## config.mk

```make
export PLATFORM = sky130hd
export DESIGN_NAME = iter_divider
export DESIGN_NICKNAME = d
export VERILOG_FILES = /design/src/rtl/iter_divider_pkg.sv /design/src/rtl/iter_divider_sign_fix.sv /design/src/rtl/iter_divider.sv
export SDC_FILE = /design/constraint.sdc
export NUM_CORES = 1
export LEC_CHECK = 0
export CAP_MARGIN = 0
export CORE_MARGIN = 1.5
export CORE_UTILIZATION = 45
export CTS_CLUSTER_DIAMETER = 50
export DETAILED_ROUTE_END_ITERATION = 8
export GPL_TIMING_DRIVEN = 0
export PLACE_DENSITY = 0.75
export SYNTH_ARGS = -nofsm -noshare
export SYNTH_HDL_FRONTEND = slang
export SYNTH_SLANG_ARGS = --single-unit
export TNS_END_PERCENT = 50
```

## constraint.sdc

```tcl
create_clock -name clk -period 12.9 [get_ports clk]
set_input_delay 2.58 -clock clk [delete_from_list [all_inputs] [get_ports clk]]
set_output_delay 2.58 -clock clk [all_outputs]
set_load 0.02 [all_outputs]
```

## src/rtl/iter_divider_pkg.sv

```systemverilog
// Shared constants and FSM state type for the iterative divider.
package iter_divider_pkg;

   localparam int unsigned DIV_WIDTH = 32;
   localparam int unsigned CNT_W     = 6;

   typedef enum logic [1:0] {
      DivIdle    = 2'd0,
      DivCollect = 2'd1,
      DivCalc    = 2'd2,
      DivDone    = 2'd3
   } div_state_e;

endpackage

```

## src/rtl/iter_divider_sign_fix.sv

```systemverilog
// Operand magnitude extraction and result sign restoration for signed division.
module iter_divider_sign_fix
   import iter_divider_pkg::*;
#(
   parameter int unsigned WIDTH  = DIV_WIDTH,
   parameter bit          SIGNED = 1'b1
) (
   input  logic [WIDTH-1:0] dividend,
   input  logic [WIDTH-1:0] divisor,
   input  logic [WIDTH-1:0] quo_mag,
   input  logic [WIDTH-1:0] rem_mag,
   input  logic             neg_quo,
   input  logic             neg_rem,
   output logic [WIDTH-1:0] dividend_mag,
   output logic [WIDTH-1:0] divisor_mag,
   output logic [WIDTH-1:0] quotient,
   output logic [WIDTH-1:0] remainder
);

   if (SIGNED) begin : g_signed
      // The most negative value maps to itself, which is its correct unsigned magnitude.
      assign dividend_mag = dividend[WIDTH-1] ? -dividend : dividend;
      assign divisor_mag  = divisor[WIDTH-1]  ? -divisor  : divisor;
      assign quotient     = neg_quo ? -quo_mag : quo_mag;
      assign remainder    = neg_rem ? -rem_mag : rem_mag;
   end else begin : g_unsigned
      logic unused_neg;
      assign unused_neg   = neg_quo ^ neg_rem;
      assign dividend_mag = dividend;
      assign divisor_mag  = divisor;
      assign quotient     = quo_mag;
      assign remainder    = rem_mag;
   end

endmodule

```

## src/rtl/iter_divider.sv

```systemverilog
// Multi-cycle restoring radix-2 divider with independent dividend/divisor
// handshakes and a one-cycle {quotient, remainder} result strobe.
module iter_divider
   import iter_divider_pkg::*;
#(
   parameter int unsigned WIDTH  = DIV_WIDTH,
   parameter bit          SIGNED = 1'b1
) (
   input  logic               clk,
   input  logic               resetn,
   input  logic [WIDTH-1:0]   s_axis_dividend_tdata,
   input  logic               s_axis_dividend_tvalid,
   output logic               s_axis_dividend_tready,
   input  logic [WIDTH-1:0]   s_axis_divisor_tdata,
   input  logic               s_axis_divisor_tvalid,
   output logic               s_axis_divisor_tready,
   output logic [2*WIDTH-1:0] m_axis_dout_tdata,
   output logic               m_axis_dout_tvalid
);

   div_state_e state_q, state_d;

   logic [WIDTH-1:0]   dvd_buf_q, dvs_buf_q;
   logic               have_dvd_q, have_dvs_q;
   logic [WIDTH-1:0]   quo_q, rem_q, dvs_mag_q;
   logic [CNT_W-1:0]   cnt_q;
   logic               neg_quo_q, neg_rem_q;
   logic [2*WIDTH-1:0] dout_q;

   logic               hs_dvd, hs_dvs;
   logic [WIDTH-1:0]   dvd_eff, dvs_eff, dvd_mag, dvs_mag;
   logic [WIDTH:0]     rem_shift, diff;
   logic [WIDTH-1:0]   rem_n, quo_n, quo_res, rem_res;
   logic               neg_quo_n, neg_rem_n;

   assign hs_dvd = s_axis_dividend_tvalid & s_axis_dividend_tready;
   assign hs_dvs = s_axis_divisor_tvalid & s_axis_divisor_tready;

   // An operand not yet buffered must be handshaking in the cycle we enter CALC.
   assign dvd_eff = have_dvd_q ? dvd_buf_q : s_axis_dividend_tdata;
   assign dvs_eff = have_dvs_q ? dvs_buf_q : s_axis_divisor_tdata;

   // Divide-by-zero keeps the all-ones quotient un-negated.
   assign neg_quo_n = SIGNED & (dvd_eff[WIDTH-1] ^ dvs_eff[WIDTH-1]) & (|dvs_eff);
   assign neg_rem_n = SIGNED & dvd_eff[WIDTH-1];

   assign rem_shift = {rem_q, quo_q[WIDTH-1]};
   assign diff      = rem_shift - {1'b0, dvs_mag_q};
   assign rem_n     = diff[WIDTH] ? rem_shift[WIDTH-1:0] : diff[WIDTH-1:0];
   assign quo_n     = {quo_q[WIDTH-2:0], ~diff[WIDTH]};

   iter_divider_sign_fix #(
      .WIDTH  (WIDTH),
      .SIGNED (SIGNED)
   ) u_sign_fix (
      .dividend     (dvd_eff),
      .divisor      (dvs_eff),
      .quo_mag      (quo_n),
      .rem_mag      (rem_n),
      .neg_quo      (neg_quo_q),
      .neg_rem      (neg_rem_q),
      .dividend_mag (dvd_mag),
      .divisor_mag  (dvs_mag),
      .quotient     (quo_res),
      .remainder    (rem_res)
   );

   always_ff @(posedge clk) begin
      if (!resetn) begin
         state_q <= DivIdle;
      end else begin
         state_q <= state_d;
      end
   end

   always_comb begin
      state_d                = state_q;
      s_axis_dividend_tready = 1'b0;
      s_axis_divisor_tready  = 1'b0;
      unique case (state_q)
         DivIdle: begin
            s_axis_dividend_tready = 1'b1;
            s_axis_divisor_tready  = 1'b1;
            if (hs_dvd && hs_dvs) begin
               state_d = DivCalc;
            end else if (hs_dvd || hs_dvs) begin
               state_d = DivCollect;
            end
         end
         DivCollect: begin
            s_axis_dividend_tready = ~have_dvd_q;
            s_axis_divisor_tready  = ~have_dvs_q;
            if ((have_dvd_q || hs_dvd) && (have_dvs_q || hs_dvs)) begin
               state_d = DivCalc;
            end
         end
         DivCalc: begin
            if (cnt_q == CNT_W'(WIDTH - 1)) begin
               state_d = DivDone;
            end
         end
         DivDone: begin
            state_d = DivIdle;
         end
         default: state_d = DivIdle;
      endcase
   end

   always_ff @(posedge clk) begin
      if (!resetn) begin
         dvd_buf_q  <= '0;
         dvs_buf_q  <= '0;
         have_dvd_q <= 1'b0;
         have_dvs_q <= 1'b0;
         quo_q      <= '0;
         rem_q      <= '0;
         dvs_mag_q  <= '0;
         cnt_q      <= '0;
         neg_quo_q  <= 1'b0;
         neg_rem_q  <= 1'b0;
         dout_q     <= '0;
      end else begin
         if (state_q == DivIdle || state_q == DivCollect) begin
            if (hs_dvd) begin
               dvd_buf_q  <= s_axis_dividend_tdata;
               have_dvd_q <= 1'b1;
            end
            if (hs_dvs) begin
               dvs_buf_q  <= s_axis_divisor_tdata;
               have_dvs_q <= 1'b1;
            end
            if (state_d == DivCalc) begin
               have_dvd_q <= 1'b0;
               have_dvs_q <= 1'b0;
               quo_q      <= dvd_mag;
               rem_q      <= '0;
               dvs_mag_q  <= dvs_mag;
               cnt_q      <= '0;
               neg_quo_q  <= neg_quo_n;
               neg_rem_q  <= neg_rem_n;
            end
         end
         if (state_q == DivCalc) begin
            quo_q <= quo_n;
            rem_q <= rem_n;
            cnt_q <= cnt_q + CNT_W'(1);
            if (state_d == DivDone) begin
               dout_q <= {quo_res, rem_res};
            end
         end
      end
   end

   assign m_axis_dout_tdata  = dout_q;
   assign m_axis_dout_tvalid = (state_q == DivDone);

endmodule

```

# [Word-level counts from Yosys, hierarchy flattened]
# Index checks and enable logic that the tools add are counted.
[word_totals] latch_bits=0 ram_bits=0 word_cells=77 output_inout_bits=67 mem_count=0 rom_bits=0 in_bits=68 reg_bits=236
[op_classes] n_mul=0 magnitude_cmp=0 mux=27 n_addsub=6 eq_ne=6 n_bitwise=7 n_shift=0 div=0 reduce_logical=19
[op_table] operator="32-bit two-way mux" n=13
[op_table] operator="32-bit negator" n=4
[op_table] operator="33-bit by 32-bit subtractor with 33-bit output" n=1
[op_table] operator="32-bit OR reduction" n=1
[op_table] operator="6-bit two-way mux" n=3
[op_table] operator="2-bit AND reduction" n=7
[op_table] operator="2-bit equality test, second input constant" n=4
[op_table] operator="2-bit two-way mux" n=4
[op_table] operator="2-bit case mux with 4 select lines" n=1
[op_table] operator="2-bit nonzero test" n=4
[op_table] operator="6-bit by 1-bit adder with 6-bit output, second input constant" n=1
[op_table] operator="6-bit by 5-bit equality test with 1-bit output, second input constant" n=1
[op_table] operator="1-bit logical OR" n=4
[op_table] operator="1-bit two-way mux" n=4
[op_table] operator="1-bit case mux with 2 select lines" n=2
[op_table] operator="1-bit AND" n=3
[op_table] operator="1-bit inverter" n=3
[op_table] operator="2-bit by 1-bit equality test with 1-bit output, second input constant" n=1
[op_table] operator="1-bit logical AND" n=2
[op_table] operator="2-bit zero test" n=1
[op_table] operator="1-bit bitwise XOR" n=1

# [Logic depth before layout (Yosys ltp)]
# Gate-level depths: netlist of the first run.
[logic_depth] ltp_word=11 ltp_mapped=25 ltp_nobuf=22

# [Modules after synthesis]
# From an unflattened synthesis of the first run, not the netlist that was laid out.
[hier_totals] cells_unflattened=1777 hier_area_um2=14044.7
[modules_own_cells] mod="iter_divider" instances=1 area_each_um2=11299.6 seq_area_each_um2=4724.5 cells_per_inst=1384
[modules_own_cells] mod="iter_divider_sign_fix" instances=1 area_each_um2=2745.1 seq_area_each_um2=0.0 cells_per_inst=393

# [Worst setup path before layout of the first run]
# Ideal clock, no wire load.
[synth_path] path_type="register -> register" start="register quo_q[31]" end="register dout_q[28] (netlist: m_axis_dout_tdata[28])" required_time_ns=12.814 t_arrival_ns=5.382 path_stages_with_launch=25 setup_time_ns=0.086 period_less_slack_ns=5.468 path_slack_ns=7.432 path_buffers=3 path_cell_list="dfxtp_1 inv_1 ha_1 fa_1 nor2b_4 o31a_1 o211a_1 o211a_1 o21a_1 nor2_4 inv_2 clkbuf_8 clkbuf_1 clkbuf_1 nor2_1 a21oi_1 ha_1 nand2_1 or4_1 nor3_1 a31oi_2 or3_4 or4_4 mux2_4 a221oi_2"
[synth_via] elab_chain_len=4
[synth_rtl] element="from (decl)" line_no="iter_divider.sv:25" source="logic [WIDTH-1:0] quo_q, rem_q, dvs_mag_q;"
[synth_rtl] element="from (signal assigned)" line_no="iter_divider.sv:135" source="quo_q <= dvd_mag;"
[synth_rtl] element="from (signal assigned)" line_no="iter_divider.sv:144" source="quo_q <= quo_n;"
[synth_rtl] element="33-bit by 32-bit subtractor with 33-bit output" line_no="iter_divider.sv:48" source="assign diff = rem_shift - {1'b0, dvs_mag_q};"
[synth_rtl] element="32-bit two-way mux (*)" line_no="iter_divider.sv:49" source="assign rem_n = diff[WIDTH] ? rem_shift[WIDTH-1:0] : diff[WIDTH-1:0];"
[synth_rtl] element="32-bit negator" line_no="iter_divider_sign_fix.sv:25" source="assign remainder = neg_rem ? -rem_mag : rem_mag;"
[synth_rtl] element="32-bit two-way mux (*)" line_no="iter_divider_sign_fix.sv:25"
[synth_rtl] element="to (signal assigned)" line_no="iter_divider.sv:148" source="dout_q <= {quo_res, rem_res};"
[synth_rtl] element="to (decl)" line_no="iter_divider.sv:28" source="logic [2*WIDTH-1:0] dout_q;"
# Every way passes the cells marked *; elsewhere a longest branch is shown, timed or not.
# A chain may end at the register's enable or synchronous reset.

# [Worst setup path in the final report of the first run]
[layout_path] start="register dvs_mag_q[26]" end="register dout_q[28] (netlist: m_axis_dout_tdata[28])"
[layout_via] elab_chain_len=4
[layout_rtl] element="from (decl)" line_no="iter_divider.sv:25"
[layout_rtl] element="from (signal assigned)" line_no="iter_divider.sv:137" source="dvs_mag_q <= dvs_mag;"
[layout_rtl] element="33-bit by 32-bit subtractor with 33-bit output (*)" line_no="iter_divider.sv:48"
[layout_rtl] element="32-bit two-way mux (*)" line_no="iter_divider.sv:49"
[layout_rtl] element="32-bit negator" line_no="iter_divider_sign_fix.sv:25"
[layout_rtl] element="32-bit two-way mux (*)" line_no="iter_divider_sign_fix.sv:25"
# Marked as above.

==> key figures, run 1 <==
Setup path
  – FF-to-FF End: m_axis_dout_tdata[28]$_SDFFE_PN0P_
  – Critical R2R Launch: dvs_mag_q[26]$_SDFFE_PN0P_
  – Most common cell on crit path: clkbuf_1
  – Slowest cell on crit path: clkbuf_1
  – Reg2Reg Setup Slack: 5.77 ns
  – Critical path type: reg -> reg
  – Crit end category: register
  – CP Cell Sequence: inv_1 -> ha_1 -> clkbuf_1 -> nand2_1 -> o21ai_0 -> a211oi_1 -> o31ai_2 -> o21a_1 -> nor2_4 -> inv_2 -> clkbuf_8 -> clkbuf_1 -> clkbuf_1 -> o21ai_0 -> inv_1 -> ha_1 -> nand2_1 -> or4_1 -> nor3_1 -> a31oi_2 -> or3_4 -> or4_4 -> mux2_4 -> a221oi_2
  – CP Data Required Time: 13.38 ns
  – Crit path DAT: 7.60 ns
  – Worst r2r path cells: 24
  – Critical path startpoint category: register
  – Slowest stage delay, CP: 0.62 ns
  – Crit Path Max Fanout: 10

GRT
  – Initial antenna violation count: 1
  – Vias in the first global route: 14000
  – GRT Util Overall: 0.288
  – First-pass GRT wire length: 77400 um
  – Gr ovfl total: 0
  – Largest net degree at the start of global routing: 17

Job
  – Max-cap viol count: 0

Pwr
  – Leakage power: 0.00636 uW
  – Clk pwr share: 0.178
  – Internal Pwr Total: 2370 uW
  – Switching Fraction: 0.495
  – Net switching power: 2320 uW
  – Power density over cell area: 268 mW/mm^2
  – Flop pwr share: 0.186
  – Comb power frac: 0.636
  – Peak supply drop: 0.217 mV
  – Total power: 4700 uW

Cells and area
  – Area of the multi-input gates: 0.00917 mm^2
  – # fillers: 3008
  – Final nets: 2197
  – Layout cells sized above 1: 0.0488
  – Post-layout util: 0.551
  – Final Cell Area: 0.0175 mm^2
  – Layout overhead on the synthesized area: 19.8%
  – Finished Layout Cells: 2548
  – FF+latch area: 0.00472 mm^2

Status
  – Status: complete, no violations

Clocking
  – Post-cts resize count: 0
  – Cts hold-fix bufs: 0
  – CTS Buf Count: 30
  – CTS tree: done
  – H-tree Lvls: 1
  – Clk buf depth: 3
  – # Post-CTS Setup Buffers: 0
  – # clock sinks: 236
  – Clock transition at path regs: 0.06 ns
  – Clk_lat worst skew: 0.59 ns
  – CTS root buf: clkbuf_16

Min path
  – Worst hold path type: reg -> reg
  – Worst hold start: m_axis_dout_tdata[11]$_SDFFE_PN0P_
  – Hold Path Stages: 2
  – Sink of the worst hold path: m_axis_dout_tdata[11]$_SDFFE_PN0P_

Routing
  – Routed WL per cell: 19.3 um
  – DRT iter0 DRCs: 1687
  – Routed Antenna Nets: 0
  – WL final: 49100 um
  – Via Count: 15100
  – DRC viols: 0
  – Vias per cell: 5.92
  – Detailed-router iteration count before antenna repair: 7

Yosys
  – Synth Area in Compound Gates: 0.236
  – Synth Area per Inst: 7.59 um^2
  – FFs w/ async S/R, synth: 0
  – Sequential share of the synthesized area: 0.323
  – YS warnings: 0
  – Post-synthesis adder-cell area fraction: 0.0330
  – Synth Area in XOR/XNOR: 0.0701
  – Yosys cell types: 80
  – Most used DFF post-synth: dfxtp_1
  – Mux cell area share after synthesis: 0.0616
  – Synth Cell Area: 0.0146 mm^2
  – Synthesized Nets: 2031
  – Simple-gate area share of the yosys netlist: 0.226
  – Largest family of logic cells by synthesized area: compound AO/OA/AOI/OAI gates
  – Post-Synthesis Cells: 1925
  – #FFs+latches synth: 236
  – Largest area contributor in the netlist: dfxtp_1
  – Area contributors post-synth: dfxtp_1 (32%), nand2_1 (7.9%), a21oi_1 (7.1%), nor2_1 (5.4%), mux2i_1 (5.1%)
  – Post-synth EDFFs: 0
  – Synth top area share: 0.323

Floorplan
  – Initial core utilization: 0.460
  – Die X-Extent: 183 um
  – I/O Pins: 135
  – Rows: 65
  – Die area: 0.0336 mm^2
  – CORE AREA: 0.0318 mm^2
  – Die Ht: 183 um

STA
  – Setup tns final: 0 ns
  – Final cycle utilization of the critical path: 0.553
  – Slew Limit Fails: 0
  – Minimum clock period after layout: 7.13 ns
  – Relative slew slack: 0.330
  – Setup violators final: 0
  – Clock skew: 0.0399 ns
  – Unrepaired setup endpoints after global routing: no
  – FMAX: 140 MHz
  – Slew @ Worst Pin: 0.977 ns
  – Final hold vios: 0

Placed design
  – Placed cell areas: 0.0165 mm^2
  – Dpl hpwl: 38400 um
  – IO Port Bufs: 134
  – Placed cells: 2494
  – Gpl congestion: 1.00
## layer usage
metal / GRT usage / share of wire
met1: 0.399 / 0.44
met2: 0.449 / 0.44
met3: 0.0508 / 0.086
met4: 0.101 / 0.034
met5: 0 / 0
## cell usage in the layout (no fill, tap or decap), types with 8 or more instances in the layout
cell             Yosys  final
xnor2_1             57     57
nand4_1             11     11
a211oi_1            46     46
nor4_1              13     13
o21ai_0             85     85
or2_2                8      8
mux2i_1             75     75
inv_1               48     48
a222oi_1            30     30
a21o_1              10     10
clkbuf_16            0     30
clkdlybuf4s50_1      0    134
xor2_1              60     60
a22oi_1             24     24
or3_1               21     21
and3_1              11     11
nand2b_1             8      8
nand2_1            306    306
and2_1              15     15
clkbuf_8             5      8
nor2b_1             11     11
o211ai_1             9      9
o21a_1              11     11
nor3_1              48     48
nor2_1             209    209
a21oi_1            207    207
nor3b_1             16     16
ha_1                37     37
dfxtp_1            236    236
o31ai_1             25     25
mux2_2              12     12
a31oi_1             22     22
buf_1               12     12
clkbuf_1           101    103
nand3_1             39     39
## state kept, by name, summed over array words and instances, names as in the netlist
name,count
cnt_q,6
dvd_buf_q,32
dvs_buf_q,32
dvs_mag_q,32
have_dvd_q,1
have_dvs_q,1
m_axis_dout_tdata,64
neg_quo_q,1
neg_rem_q,1
quo_q,32
rem_q,32
state_q,2
## Yosys cell counts (24+ instances only)
| cell type | n |
|---|---|
| ha_1 | 37 |
| o31ai_1 | 25 |
| nor3_1 | 48 |
| a222oi_1 | 30 |
| inv_1 | 48 |
| xnor2_1 | 57 |
| nor2_1 | 209 |
| clkbuf_1 | 101 |
| nand2_1 | 306 |
| nand3_1 | 39 |
| xor2_1 | 60 |
| a211oi_1 | 46 |
| a22oi_1 | 24 |
| mux2i_1 | 75 |
| a21oi_1 | 207 |
| o21ai_0 | 85 |
| dfxtp_1 | 236 |
## stage by stage
stage | setup slack (ns) | hold slack, ns
after floorplan | 7.43 | 0.432
after global placement | 6.03 | 0.441
after detailed placement | 6.05 | 0.445
after CTS | 5.97 | 0.453
after global routing | 5.37 | 0.460
final | 5.77 | 0.450
## how the worst max path moves through the flow
| stage | start | to | slack [ns] | cells past startpoint |
|---|---|---|---|---|
| finish | dvs_mag_q[26]$_SDFFE_PN0P_ | m_axis_dout_tdata[28]$_SDFFE_PN0P_ | 5.77 | 24 |
| global placement | dvs_mag_q[26]$_SDFFE_PN0P_ | m_axis_dout_tdata[28]$_SDFFE_PN0P_ | 6.03 | 24 |
| global route | dvs_mag_q[26]$_SDFFE_PN0P_ | m_axis_dout_tdata[30]$_SDFFE_PN0P_ | 5.37 | 24 |
| CTS | quo_q[31]$_SDFFE_PN0P_ | m_axis_dout_tdata[28]$_SDFFE_PN0P_ | 5.97 | 24 |
| detailed placement | dvs_mag_q[17]$_SDFFE_PN0P_ | m_axis_dout_tdata[28]$_SDFFE_PN0P_ | 6.05 | 24 |
| floorplan | quo_q[31]$_SDFFE_PN0P_ | m_axis_dout_tdata[28]$_SDFFE_PN0P_ | 7.43 | 24 |
## worst max-delay path: cells and delay by family (launching register included)
kind	cells	cell delay (ns)
and+or+nand+nor	7	1.84
DFF	1	0.33
AOI/OAI and AO/OA	7	1.95
muxes	1	0.32
adders and majority gates	2	0.53
buffers and inverters	7	2.01
## kinds of logic (layout without fill, tap and decap cells)
kind of cell,after synthesis,after routing
and+or+nand+nor,739,739
AOI/OAI and AO/OA,535,535
DFF,236,236
buffers and inverters,172,359
xor gates and xnor gates,117,117
muxes,88,88
adders and majority gates,38,38
other,0,1
## power groups by stage
| stage | clock [uW] | combinational, uW | sequential [uW] |
|---|---|---|---|
| CTS | 842 | 2900 | 867 |
| detailed placement | 0 | 2880 | 883 |
| global route | 876 | 3190 | 879 |
| floorplan | 0 | 2100 | 855 |
| global placement | 0 | 2860 | 880 |
| finish | 838 | 2990 | 872 |
## layout make-up
class	instances	area share
Clock inverter	18	0.0121
Antenna cell	1	0.000143
Buffer	123	0.0306
Timing Repair Buffer	134	0.0766
Inverter	49	0.0105
Multi-Input combinational cell	1517	0.524
Tap cell	435	0.0311
Sequential cell	236	0.270
Clock buffer	35	0.0456
No activity file was read; power rests on OpenSTA's default activity.
==> inputs of run 2 (changes only) <==
PLACE_DENSITY = 0.77   (was 0.75)
clock period = 6.2 ns   (was 12.9 ns; I/O delays follow)
==> key figures, run 2 (synthesis results as in run 1) <==
Cells and area
  – Final Cell Area: 0.0176 mm^2 (was 0.0175 mm^2)
  – Antenna Cells: 0 (was 1)
  – Layout overhead on the synthesized area: 20.2% (was 19.8%)
  – Final nets: 2197 (unchanged)
  – Most common cell after layout, fill and taps aside: nand2_1 (unchanged)
  – Layout cells sized above 1: 0.0535 (was 0.0488)
  – FF+latch area: 0.00472 mm^2 (unchanged)
  – Post-layout util: 0.553 (was 0.551)
  – Area of the multi-input gates: 0.00920 mm^2 (was 0.00917 mm^2)
  – Finished Layout Cells: 2547 (was 2548)
  – Most frequent cells in the layout: nand2_1 (306), dfxtp_1 (236), nor2_1 (208), a21oi_1 (205), clkdlybuf4s50_1 (134) (was nand2_1 (306), dfxtp_1 (236), nor2_1 (209), a21oi_1 (207), clkdlybuf4s50_1 (134))
  – Max reg flops: 64 (unchanged)
  – # fillers: 2998 (was 3008)

Setup path
  – Crit Path Max Fanout: 19 (was 10)
  – Worst setup path end: m_axis_dout_tdata[28]$_SDFFE_PN0P_ (unchanged)
  – Critical path startpoint category: register (unchanged)
  – CP Cell Sequence: inv_1 -> ha_1 -> fa_1 -> nor2b_4 -> o31a_1 -> o211a_1 -> o211a_1 -> o21a_2 -> nor2_4 -> inv_2 -> clkbuf_8 -> buf_4 -> nor2_1 -> a21oi_2 -> ha_1 -> nand2_1 -> or4_1 -> nor3_1 -> a31oi_2 -> or3_4 -> or4_4 -> mux2_4 -> a221oi_2 (was inv_1 -> ha_1 -> clkbuf_1 -> nand2_1 -> o21ai_0 -> a211oi_1 -> o31ai_2 -> o21a_1 -> nor2_4 -> inv_2 -> clkbuf_8 -> clkbuf_1 -> clkbuf_1 -> o21ai_0 -> inv_1 -> ha_1 -> nand2_1 -> or4_1 -> nor3_1 -> a31oi_2 -> or3_4 -> or4_4 -> mux2_4 -> a221oi_2)
  – CP Data Required Time: 6.69 ns (was 13.38 ns)
  – Critical path type: reg -> reg (unchanged)
  – Critical R2R Launch: quo_q[31]$_SDFFE_PN0P_ (was dvs_mag_q[26]$_SDFFE_PN0P_)
  – Slowest stage delay, CP: 0.47 ns (was 0.62 ns)
  – Crit end category: register (unchanged)
  – Slowest cell on crit path: or3_4 (was clkbuf_1)
  – Reg2Reg Setup Slack: 0.27 ns (was 5.77 ns)
  – FF-to-FF End: m_axis_dout_tdata[28]$_SDFFE_PN0P_ (unchanged)
  – Crit path DAT: 6.42 ns (was 7.60 ns)
  – Worst r2r path cells: 23 (was 24)
  – Crit path launch: quo_q[31]$_SDFFE_PN0P_ (was dvs_mag_q[26]$_SDFFE_PN0P_)

Min path
  – Worst hold path type: reg -> reg (unchanged)
  – Worst hold start: m_axis_dout_tdata[20]$_SDFFE_PN0P_ (was m_axis_dout_tdata[11]$_SDFFE_PN0P_)

Placed design
  – Dpl hpwl: 38500 um (was 38400 um)
  – IO Port Bufs: 134 (unchanged)
  – Gpl congestion: 1.00 (about the same)
  – Placed cell areas: 0.0165 mm^2 (unchanged)
  – Placed cells: 2494 (unchanged)

Floorplan
  – Die area: 0.0336 mm^2 (unchanged)
  – Rows: 65 (unchanged)
  – Die X-Extent: 183 um (unchanged)
  – I/O Pins: 135 (unchanged)
  – Initial core utilization: 0.460 (unchanged)
  – CORE AREA: 0.0318 mm^2 (unchanged)
  – Die Ht: 183 um (unchanged)

STA
  – Min Hold Slack: 0.451 ns (was 0.450 ns)
  – Clock skew: 0.0367 ns (was 0.0399 ns)
  – Slew @ Worst Pin: 1.01 ns (was 0.977 ns)
  – Relative slew slack: 0.307 (was 0.330)
  – Slew Limit Fails: 0 (unchanged)
  – FMAX: 169 MHz (was 140 MHz)
  – Final cycle utilization of the critical path: 0.957 (was 0.553)
  – Minimum clock period after layout: 5.93 ns (was 7.13 ns)
  – Setup tns final: 0 ns (unchanged)
  – Final hold vios: 0 (unchanged)
  – Setup violators final: 0 (unchanged)
  – Unrepaired setup endpoints after global routing: no (unchanged)

Routing
  – Detailed-router iteration count before antenna repair: 7 (unchanged)
  – WL final: 49600 um (was 49100 um)
  – DRC viols: 0 (unchanged)
  – DRT iter0 DRCs: 1805 (was 1687)
  – Routed WL per cell: 19.5 um (was 19.3 um)
  – Via Count: 15300 (was 15100)
  – Vias per cell: 6.02 (was 5.92)
  – Routed Antenna Nets: 0 (unchanged)

Pwr
  – Power density over cell area: 560 mW/mm^2 (was 268 mW/mm^2)
  – Leakage power: 0.00641 uW (was 0.00636 uW)
  – Peak supply drop: 0.370 mV (was 0.217 mV)

Clocking
  – Clk_lat worst skew: 0.59 ns (about the same)
  – CTS tree: done (unchanged)
  – Cts hold-fix bufs: 0 (unchanged)
  – Clk buf depth: 3 (unchanged)
  – CTS Buf Count: 30 (unchanged)
  – H-tree Lvls: 1 (unchanged)
  – CTS root buf: clkbuf_16 (unchanged)
  – Clock transition at path regs: 0.06 ns (about the same)
  – # clock sinks: 236 (unchanged)

Status
  – Status: complete, no violations (unchanged)

GRT
  – Largest net degree at the start of global routing: 20 (was 17)
  – Vias in the first global route: 14300 (was 14000)
  – Initial antenna violation count: 0 (was 1)
  – First-pass GRT wire length: 77500 um (was 77400 um)
  – Gr ovfl total: 0 (unchanged)
  – GRT Util Overall: 0.289 (was 0.288)

Job
  – Max-cap viol count: 0 (unchanged)
==> run 2: area by class of cell <==
class,count,area share
Timing Repair Buffer,136,0.0772
Clock buffer,39,0.0475
Buffer,121,0.0310
Multi-Input combinational cell,1517,0.524
Tap cell,435,0.0310
Sequential cell,236,0.269
Clock inverter,14,0.0103
Inverter,49,0.0105
==> run 2: layer usage <==
metal,track usage,share of wire,routed length [um],up-vias
li1,-,-,-,7216
met1,0.398,0.44,21700,7171
met2,0.468,0.44,21900,815
met3,0.0353,0.086,4280,129
met4,0.0997,0.035,1740,0
met5,0,0,0,-
==> run 2: critical path, delay by kind of cell (launching register included) <==
family,cells,cell delay [ns]
and+or+nand+nor,8,1.99
buffers and inverters,4,0.65
DFF,1,0.39
muxes,1,0.32
adders and majority gates,3,0.92
AOI/OAI and AO/OA,7,1.55
==> run 2: worst min path at each step <==
stage,endpoint,slack (ns),cells after the start
after floorplan,dvs_mag_q[12]$_SDFFE_PN0P_,0.43,2
after global placement,m_axis_dout_tdata[13]$_SDFFE_PN0P_,0.44,2
after detailed placement,m_axis_dout_tdata[13]$_SDFFE_PN0P_,0.44,2
after CTS,m_axis_dout_tdata[13]$_SDFFE_PN0P_,0.45,2
after global routing,m_axis_dout_tdata[20]$_SDFFE_PN0P_,0.46,2
final,m_axis_dout_tdata[20]$_SDFFE_PN0P_,0.45,2
==> run 2: timing repair <==
action,CTS,global route
pin swaps,0,2
gates resized for setup,6,15
setup buffers,0,2
hold endpoints to repair,0,0
setup endpoints to repair,18,14
==> run 2: through the flow <==
stage,total power (uW),setup WS [ns]
4_1_cts,9580,0.00922
5_1_grt,10300,0.0309
3_5_place_dp,7830,-0.731
2_1_floorplan,6160,0.732
6_report,9840,0.269
3_3_place_gp,7750,-0.751
==> run 2: power by group <==
part	internal [uW]	total [uW]	switching (uW)	leakage [uW]
logic	2330	6270	3930	0.00399
registers	1650	1810	161	0.00192
clock network	1040	1760	713	0.000499
